**config.mk**
```make
export PLATFORM = sky130hd
export DESIGN_NAME = xgmii_tx_arb2
export DESIGN_NICKNAME = d
export VERILOG_FILES = /design/src/rtl/xgmii_tx_arb2.sv
export SDC_FILE = /design/constraint.sdc
export NUM_CORES = 1
export LEC_CHECK = 0
export ABC_AREA = 1
export CAP_MARGIN = 20
export CORE_AREA = 5 5 178 180
export CTS_BUF_LIST = sky130_fd_sc_hd__clkbuf_8
export CTS_CLUSTER_DIAMETER = 40
export DETAILED_ROUTE_END_ITERATION = 6
export DIE_AREA = 0 0 183 185
export GPL_ROUTABILITY_DRIVEN = 0
export PLACE_DENSITY = 0.65
export SYNTH_ARGS = -nofsm -noshare
export SYNTH_HDL_FRONTEND = slang
export SYNTH_SLANG_ARGS = --single-unit
```
**constraint.sdc**
```tcl
create_clock -name xgmii_tx_clk -period 2.15 [get_ports xgmii_tx_clk]
set_input_delay 0.43 -clock xgmii_tx_clk [delete_from_list [all_inputs] [get_ports xgmii_tx_clk]]
set_output_delay 0.43 -clock xgmii_tx_clk [all_outputs]
set_load 0.02 [all_outputs]
```
**src/rtl/xgmii_tx_arb2.sv**
```systemverilog
// Two-port round-robin frame arbiter feeding one XGMII TX bus.
// Frame-boundary switching, enforced idle gap, underrun abort.
module xgmii_tx_arb2 #(
  parameter int IFG_WORDS = 1,
  parameter int CNT_W     = 16
) (
  input  logic             xgmii_tx_clk,
  input  logic             sys_rst,
  input  logic [71:0]      dout0,
  input  logic             empty0,
  output logic             rd_en0,
  input  logic [71:0]      dout1,
  input  logic             empty1,
  output logic             rd_en1,
  output logic [71:0]      xgmii_txd,
  output logic             grant,
  output logic             busy,
  output logic             underrun,
  output logic             stray,
  output logic [CNT_W-1:0] frames0,
  output logic [CNT_W-1:0] frames1,
  output logic [CNT_W-1:0] errors0,
  output logic [CNT_W-1:0] errors1
);

  localparam logic [71:0] IDLE_W = 72'hff_07070707_07070707;
  localparam logic [71:0] ERR_W  = 72'hff_fefefefe_fefefefe;
  localparam int GW = (IFG_WORDS > 1) ? $clog2(IFG_WORDS) : 1;
  localparam logic [GW-1:0] GAP_INIT =
    (IFG_WORDS > 0) ? GW'(IFG_WORDS - 1) : '0;
  localparam logic [CNT_W-1:0] CNT_MAX = '1;

  typedef enum logic [1:0] {
    S_IDLE,
    S_SEND,
    S_DROP,
    S_IFG
  } state_t;

  state_t        state;
  logic [GW-1:0] gap;

  logic        cand;
  logic        any;
  logic        empty_g;
  logic [71:0] head_c;
  logic [71:0] head_g;
  logic        pop0;
  logic        pop1;

  function automatic logic is_sof(input logic [71:0] w);
    return w[64] && (w[7:0] == 8'hFB);
  endfunction

  function automatic logic is_eof(input logic [71:0] w);
    logic r;
    r = 1'b0;
    for (int i = 0; i < 8; i++)
      if (w[64+i] && (w[8*i +: 8] == 8'hFD))
        r = 1'b1;
    return r;
  endfunction

  function automatic logic [CNT_W-1:0] sat(input logic [CNT_W-1:0] c);
    return (c == CNT_MAX) ? c : c + 1'b1;
  endfunction

  // Round-robin candidate: on a tie the port that did not own the last frame.
  always_comb begin
    any  = !empty0 || !empty1;
    cand = 1'b0;
    if (!empty0 && !empty1)
      cand = ~grant;
    else if (empty0)
      cand = 1'b1;
    head_c  = cand  ? dout1  : dout0;
    head_g  = grant ? dout1  : dout0;
    empty_g = grant ? empty1 : empty0;
    pop0 = 1'b0;
    pop1 = 1'b0;
    if (!sys_rst) begin
      unique case (state)
        S_IDLE: begin
          pop0 = any && !cand;
          pop1 = any && cand;
        end
        S_SEND, S_DROP: begin
          pop0 = !grant && !empty0;
          pop1 = grant && !empty1;
        end
        default: ;
      endcase
    end
  end

  assign rd_en0 = pop0;
  assign rd_en1 = pop1;

  always_ff @(posedge xgmii_tx_clk) begin
    if (sys_rst) begin
      state     <= S_IDLE;
      gap       <= '0;
      xgmii_txd <= IDLE_W;
      grant     <= 1'b1;
      busy      <= 1'b0;
      underrun  <= 1'b0;
      stray     <= 1'b0;
      frames0   <= '0;
      frames1   <= '0;
      errors0   <= '0;
      errors1   <= '0;
    end else begin
      underrun <= 1'b0;
      stray    <= 1'b0;
      unique case (state)
        S_IDLE: begin
          xgmii_txd <= IDLE_W;
          if (any) begin
            if (is_sof(head_c)) begin
              xgmii_txd <= head_c;
              grant     <= cand;
              if (is_eof(head_c)) begin
                if (cand) frames1 <= sat(frames1);
                else      frames0 <= sat(frames0);
                if (IFG_WORDS > 0) begin
                  state <= S_IFG;
                  gap   <= GAP_INIT;
                end
              end else begin
                state <= S_SEND;
                busy  <= 1'b1;
              end
            end else begin
              stray <= 1'b1;
              if (cand) errors1 <= sat(errors1);
              else      errors0 <= sat(errors0);
            end
          end
        end
        S_SEND: begin
          if (!empty_g) begin
            xgmii_txd <= head_g;
            if (is_eof(head_g)) begin
              if (grant) frames1 <= sat(frames1);
              else       frames0 <= sat(frames0);
              busy <= 1'b0;
              if (IFG_WORDS > 0) begin
                state <= S_IFG;
                gap   <= GAP_INIT;
              end else begin
                state <= S_IDLE;
              end
            end
          end else begin
            xgmii_txd <= ERR_W;
            underrun  <= 1'b1;
            state     <= S_DROP;
            if (grant) errors1 <= sat(errors1);
            else       errors0 <= sat(errors0);
          end
        end
        S_DROP: begin
          xgmii_txd <= IDLE_W;
          if (!empty_g && is_eof(head_g)) begin
            busy <= 1'b0;
            if (IFG_WORDS > 0) begin
              state <= S_IFG;
              gap   <= GAP_INIT;
            end else begin
              state <= S_IDLE;
            end
          end
        end
        S_IFG: begin
          xgmii_txd <= IDLE_W;
          if (gap == '0) state <= S_IDLE;
          else           gap   <= gap - 1'b1;
        end
        default: state <= S_IDLE;
      endcase
    end
  end

endmodule
```
After elaboration in Yosys (flattened, before gate mapping):

Index checks and enable logic that the tools add are counted.

* input port bits: 148
* bits in registers: 143
* word-level logic and storage cells: 195

* mux-type cells: 92
* reductions and logical operators: 44
* equality and inequality tests: 39
* add/sub/neg operators: 5
* bitwise logic cells: 4

Operator list (number)
* $mux W16: 28
* $mux W72: 5
* $pmux W72 S3: 1
* $eq A8 B8 Y1 const B: 17
* $pmux W16 S2: 4
* $add A16 B1 Y16 const B: 4
* $eq A16 B16 Y1 const B: 4
* $mux W1: 42
* $ne A2 B2 Y1 const B: 14
* $logic_and A1 B1 Y1: 23
* $reduce_and A6 Y1: 3
* $reduce_and A8 Y1: 2
* $mux W2: 7
* $pmux W2 S4: 1
* $reduce_and A7 Y1: 1
* $reduce_or A2 Y1: 3
* $logic_not A1 Y1: 5
* $reduce_and A5 Y1: 1
* $eq A2 B2 Y1 const B: 2
* $not A1 Y1: 4
* $pmux W1 S2: 2
* $pmux W1 S4: 1
* $ne A3 B3 Y1 const B: 1
* $pmux W1 S3: 1
* other kinds (8): 8

Depth between registers and ports, before layout:

* word-level depth: 22
* depth in mapped cells: 19
* gate-level depth less buffers: 17

Least setup slack after synthesis:

Ideal clock, no wire load.

* path kind: flip-flop to flip-flop
* start: register grant
* end: register errors0[7]
* cell stages (with the launch flop): 15
* buffers on the path: 4
* setup slack: -101 ps
* data arrival time: 2137 ps
* library setup time: 115 ps
* clock period less this slack: 2251 ps
* cells stage by stage: dfxtp_1 buf_2 buf_2 buf_2 nand2_1 o21ai_1 nand2_1 nand2_1 a21oi_1 nand2_1 inv_1 buf_2 nand2_1 a21oi_1 o21a_1

* word-level cells in the longest chain between the ends: 7
* elaborated cells between the ends (all ways): 11
* those cells by class: 5 x eq/ne; 3 x mux; 1 x bitwise; 2 x reduce/logical

RTL lines
* from (decl): RTL line 16 `output logic grant,`
* from (signal assigned): RTL line 121 `grant <= cand;`
* $not A1 Y1: RTL line 73 `cand = ~grant;`
* $mux W1: RTL line 72 `if (!empty0 && !empty1)`
* $mux W72: RTL line 76 `head_c = cand ? dout1 : dout0;`
* $eq A8 B8 Y1: RTL line 52 `return w[64] && (w[7:0] == 8'hFB);`
* $logic_and A1 B1 Y1: RTL line 52
* $ne A2 B2 Y1 (no source line)
* $reduce_and A6 Y1 (no source line) *
* to (signal assigned): RTL line 136 `else errors0 <= sat(errors0);`
* to (signal assigned): RTL line 159 `else errors0 <= sat(errors0);`
* to (decl): RTL line 22 `output logic [CNT_W-1:0] errors0,`

Mark *: on every way between the ends. The rest lies on a longest branch, timed or not.
A chain may end at the register's enable or synchronous reset.

Worst setup path after layout:

* start: register grant
* end: register frames0[11]

* word-level cells in the longest chain between the ends: 19
* elaborated cells between the ends (all ways): 69
* those cells by class: 23 x eq/ne; 27 x mux; 1 x bitwise; 18 x reduce/logical

RTL lines
* $not A1 Y1: RTL line 73
* $mux W1: RTL line 72
* $mux W72: RTL line 76
* $eq A8 B8 Y1: RTL line 59 `if (w[64+i] && (w[8*i +: 8] == 8'hFD))`
* $logic_and A1 B1 Y1: RTL line 59
* $mux W1 (8 in a row): RTL line 59
* $mux W1: RTL line 119 `if (is_sof(head_c)) begin`
* $mux W1: RTL line 118 `if (any) begin`
* $mux W1: RTL line 115 `unique case (state)`
* $mux W1: RTL line 100 `if (sys_rst) begin`
* $ne A2 B2 Y1 (no source line)
* $reduce_and A8 Y1 (no source line) *
* to (signal assigned): RTL line 124 `else frames0 <= sat(frames0);`
* to (signal assigned): RTL line 145 `else frames0 <= sat(frames0);`
* to (decl): RTL line 20 `output logic [CNT_W-1:0] frames0,`

Mark *: on every way between the ends. The rest lies on a longest branch, timed or not. The select of a mux whose other input is x is not followed.

==> run summary <==
Status: finished with violations
Synth Cell Area: 8810 sq um
Fin nets: 2164
Post-Layout Inst Area: 15800 sq um
Vias in the first global route: 11500
Critical path launch point type: register
Antenna violations before repair: 2
Worst skew pair latency: 460 ps
Hold buffers post-CTS: 0
Crit path max fanout: 7
Crit path kind: reg2reg
Failing checks: negative setup slack
Via/cell ratio: 4.96
Worst EP arrival: 2800 ps
Port Buf Inserts: 289
Critical Path, Cell by Cell: buf_6, buf_12, buf_8, or2_4, o21ai_2, nor2_1, nand3_1, nand2_2, nor2_4, nand3_4, nand2_2, nor2_4, buf_12, buf_16, nand3_4, nand2_2, nand2_1, nor2_1
Most used cell, CP: nand2_2
CP delay by family, top: simple AND/OR/NAND/NOR gates
Register area share after synthesis: 32.3%
H-tree Lvls: 4
Peak supply drop: 0.420 mV
MaxCap Viol Count: 0
Slew HR: 60.4%
Fmax: 0.409 GHz
Clock Skew: 16.0 ps
DRC Markers: 0
Crit share post-route: 114%
Die H: 185 microns
Syn Nets: 1665
EDFF count, synth: 0
Synth async-reset ratio: 0%
CP required: 2500 ps
Reg clk slew, reported paths: 100 ps
First-pass GRT wire length: 60300 microns
# IOs: 290
CTS max path bufs: 2
Total CTS buffers: 17
CP Capture Type: register
CTS tree: yes
TritonRoute pass-1 iters: 7
Dpl hpwl: 29700 microns
Final hold vios: 0
Setup ws final: -294 ps
Rows: 64
Mapped Cells: 1509
Pins over their slew limit: 0
Post-route ant nets: 0
Unrepaired setup endpoints after global routing: true
Delay of the slowest cell on the worst path: 400 ps
Measured slew at the worst slew-check pin: 589 ps
Final min period: 2440 ps
Yosys Warn Count: 0
Die ar.: 33900 sq um
Placed Cells incl. Taps: 2334
Area Overhead vs Synth: 79.4%
Final setup vio count: 46
Initial drt markers: 841
Clk sinks: 142
Core area: 30000 sq um
Final WL: 41200 microns
Share of cells above drive strength 1: 23.6%
Initial Util: 29.3%
Die X: 183 microns
GRT Util Overall: 22.4%
Largest net degree at the start of global routing: 40
Main synth FF type: dfxtp_1
GRT overflow: 0
Seq cells post-synth: 142
Total number of vias: 12000
Syn Area/Cell: 5.84 sq um
WL per Instance: 17.0 microns
Placed cell area: 13800 sq um
Netlist cell types: 38
Leak Pwr: 7.01 nW
Pwr per Cell Area: 770 nW/um^2
Slowest stage cell, crit path: dfxtp_4
Final Non-Filler Cells: 2418
Clock Tree Root: clkbuf_8
CP bufs+invs: 5
Hold WC Path Type: in2reg
flip-flops by register name (all words and copies together) (netlist names):
name       cells
underrun       1
errors1       16
state          2
grant          1
errors0       16
frames1       16
xgmii_txd     72
busy           1
frames0       16
stray          1
power by group:
group	leakage [nW]	switching (W)	internal [W]	total (W)
logic	5.66	0.00343	0.00329	0.00671
registers	1.15	0.000156	0.00302	0.00318
clock network	0.199	0.00132	0.000962	0.00228
per-stage QoR:
stage	setup WS [ps]	hold WS (ps)	TNS [ps]	util, %	total power, W
finish	-294	324	-8550	52.7	0.0122
global route	-410	311	-17300	52.7	0.0128
CTS	-206	274	-11730	50.0	0.0117
detailed placement	-1070	471	-103740	45.9	0.00848
global placement	-1040	460	-98610	45.9	0.00844
floorplan	10.2	530	0	-	0.00564
Yosys cell counts (8+ instances only):
library cell	count	area [sq um]
nor3_1	27	135
dfxtp_1	142	2840
nand2_1	534	2000
nor2_1	188	706
o21ai_1	8	40.0
buf_2	33	165
o22ai_1	13	81.3
a21oi_1	56	280
nand4_1	26	163
ha_1	8	100
o21ai_0	103	515
clkbuf_1	28	105
nand3_1	116	581
inv_1	156	586
path summary, 6_finish.rpt:
path,depth (start not counted),start,slack (ps),endpoint
worst min register to register,2,errors0[4]$_SDFFE_PP0P_,480,errors0[4]$_SDFFE_PP0P_
worst max-delay path,18,grant$_SDFFE_PP1P_,-290,frames0[11]$_SDFFE_PP0P_
worst min-delay path,3,sys_rst,320,grant$_SDFFE_PP1P_
worst max register to register,18,grant$_SDFFE_PP1P_,-290,frames0[11]$_SDFFE_PP0P_
layout by cell type (no fill, tap or decap), types with 8 or more instances in the layout:
master / count
inv_1: 152
clkdlybuf4s50_1: 283
inv_6: 9
nor2_4: 9
nand4_1: 26
buf_12: 34
buf_6: 11
nor3_1: 21
nand2_2: 52
buf_16: 10
nor2_2: 20
clkbuf_16: 8
ha_1: 8
dfxtp_1: 139
o21ai_2: 18
a21oi_1: 50
nand3_1: 93
o22ai_2: 8
o21ai_1: 28
nand2_1: 478
nor2_1: 161
nand3_2: 18
o21ai_0: 61
buf_4: 201
clkbuf_8: 17
area by class of cell:
class | count | area [sq um]
fillers | 2865 | 14200
repair buffers | 556 | 5750
multi-input cells | 1128 | 5710
flip-flops and latches | 142 | 2850
inverters | 163 | 627
well taps | 396 | 495
clock buffers | 17 | 234
clock inverters | 15 | 149
diodes | 1 | 2.50
tightest hold or removal path: stages:
cell and delay, ps:
buf_2 190, a21oi_1 50, o21ai_0 70
timing repair:
action | in CTS | in global routing
endpoints found under the setup margin | 139 | 140
gates cloned | 11 | 8
buffers inserted | 25 | 9
pin swaps | 13 | 27
gates resized for setup | 127 | 147
cell families (layout without fill, tap and decap cells):
| kind of cell | after synthesis | in the layout | share of synthesized area [%] |
|---|---|---|---|
| DFF | 142 | 142 | 32.3 |
| adders and majority gates | 8 | 8 | 1.14 |
| other | 0 | 1 | 0 |
| buffers and inverters | 239 | 751 | 11.1 |
| AOI/OAI and AO/OA | 203 | 203 | 12.5 |
| xor gates and xnor gates | 9 | 9 | 0.895 |
| and+or+nand+nor | 908 | 908 | 42.2 |
routing by layer:
layer  track usage, %  vias to the layer above  wire (microns)
met5                0                        -              11
met4             9.15                        2            1510
met3             5.91                      116            3960
met2             38.7                      646           20000
met1             26.6                     5414           15700
li1                 -                     5808               -
No activity file was read; power rests on OpenSTA's default activity.
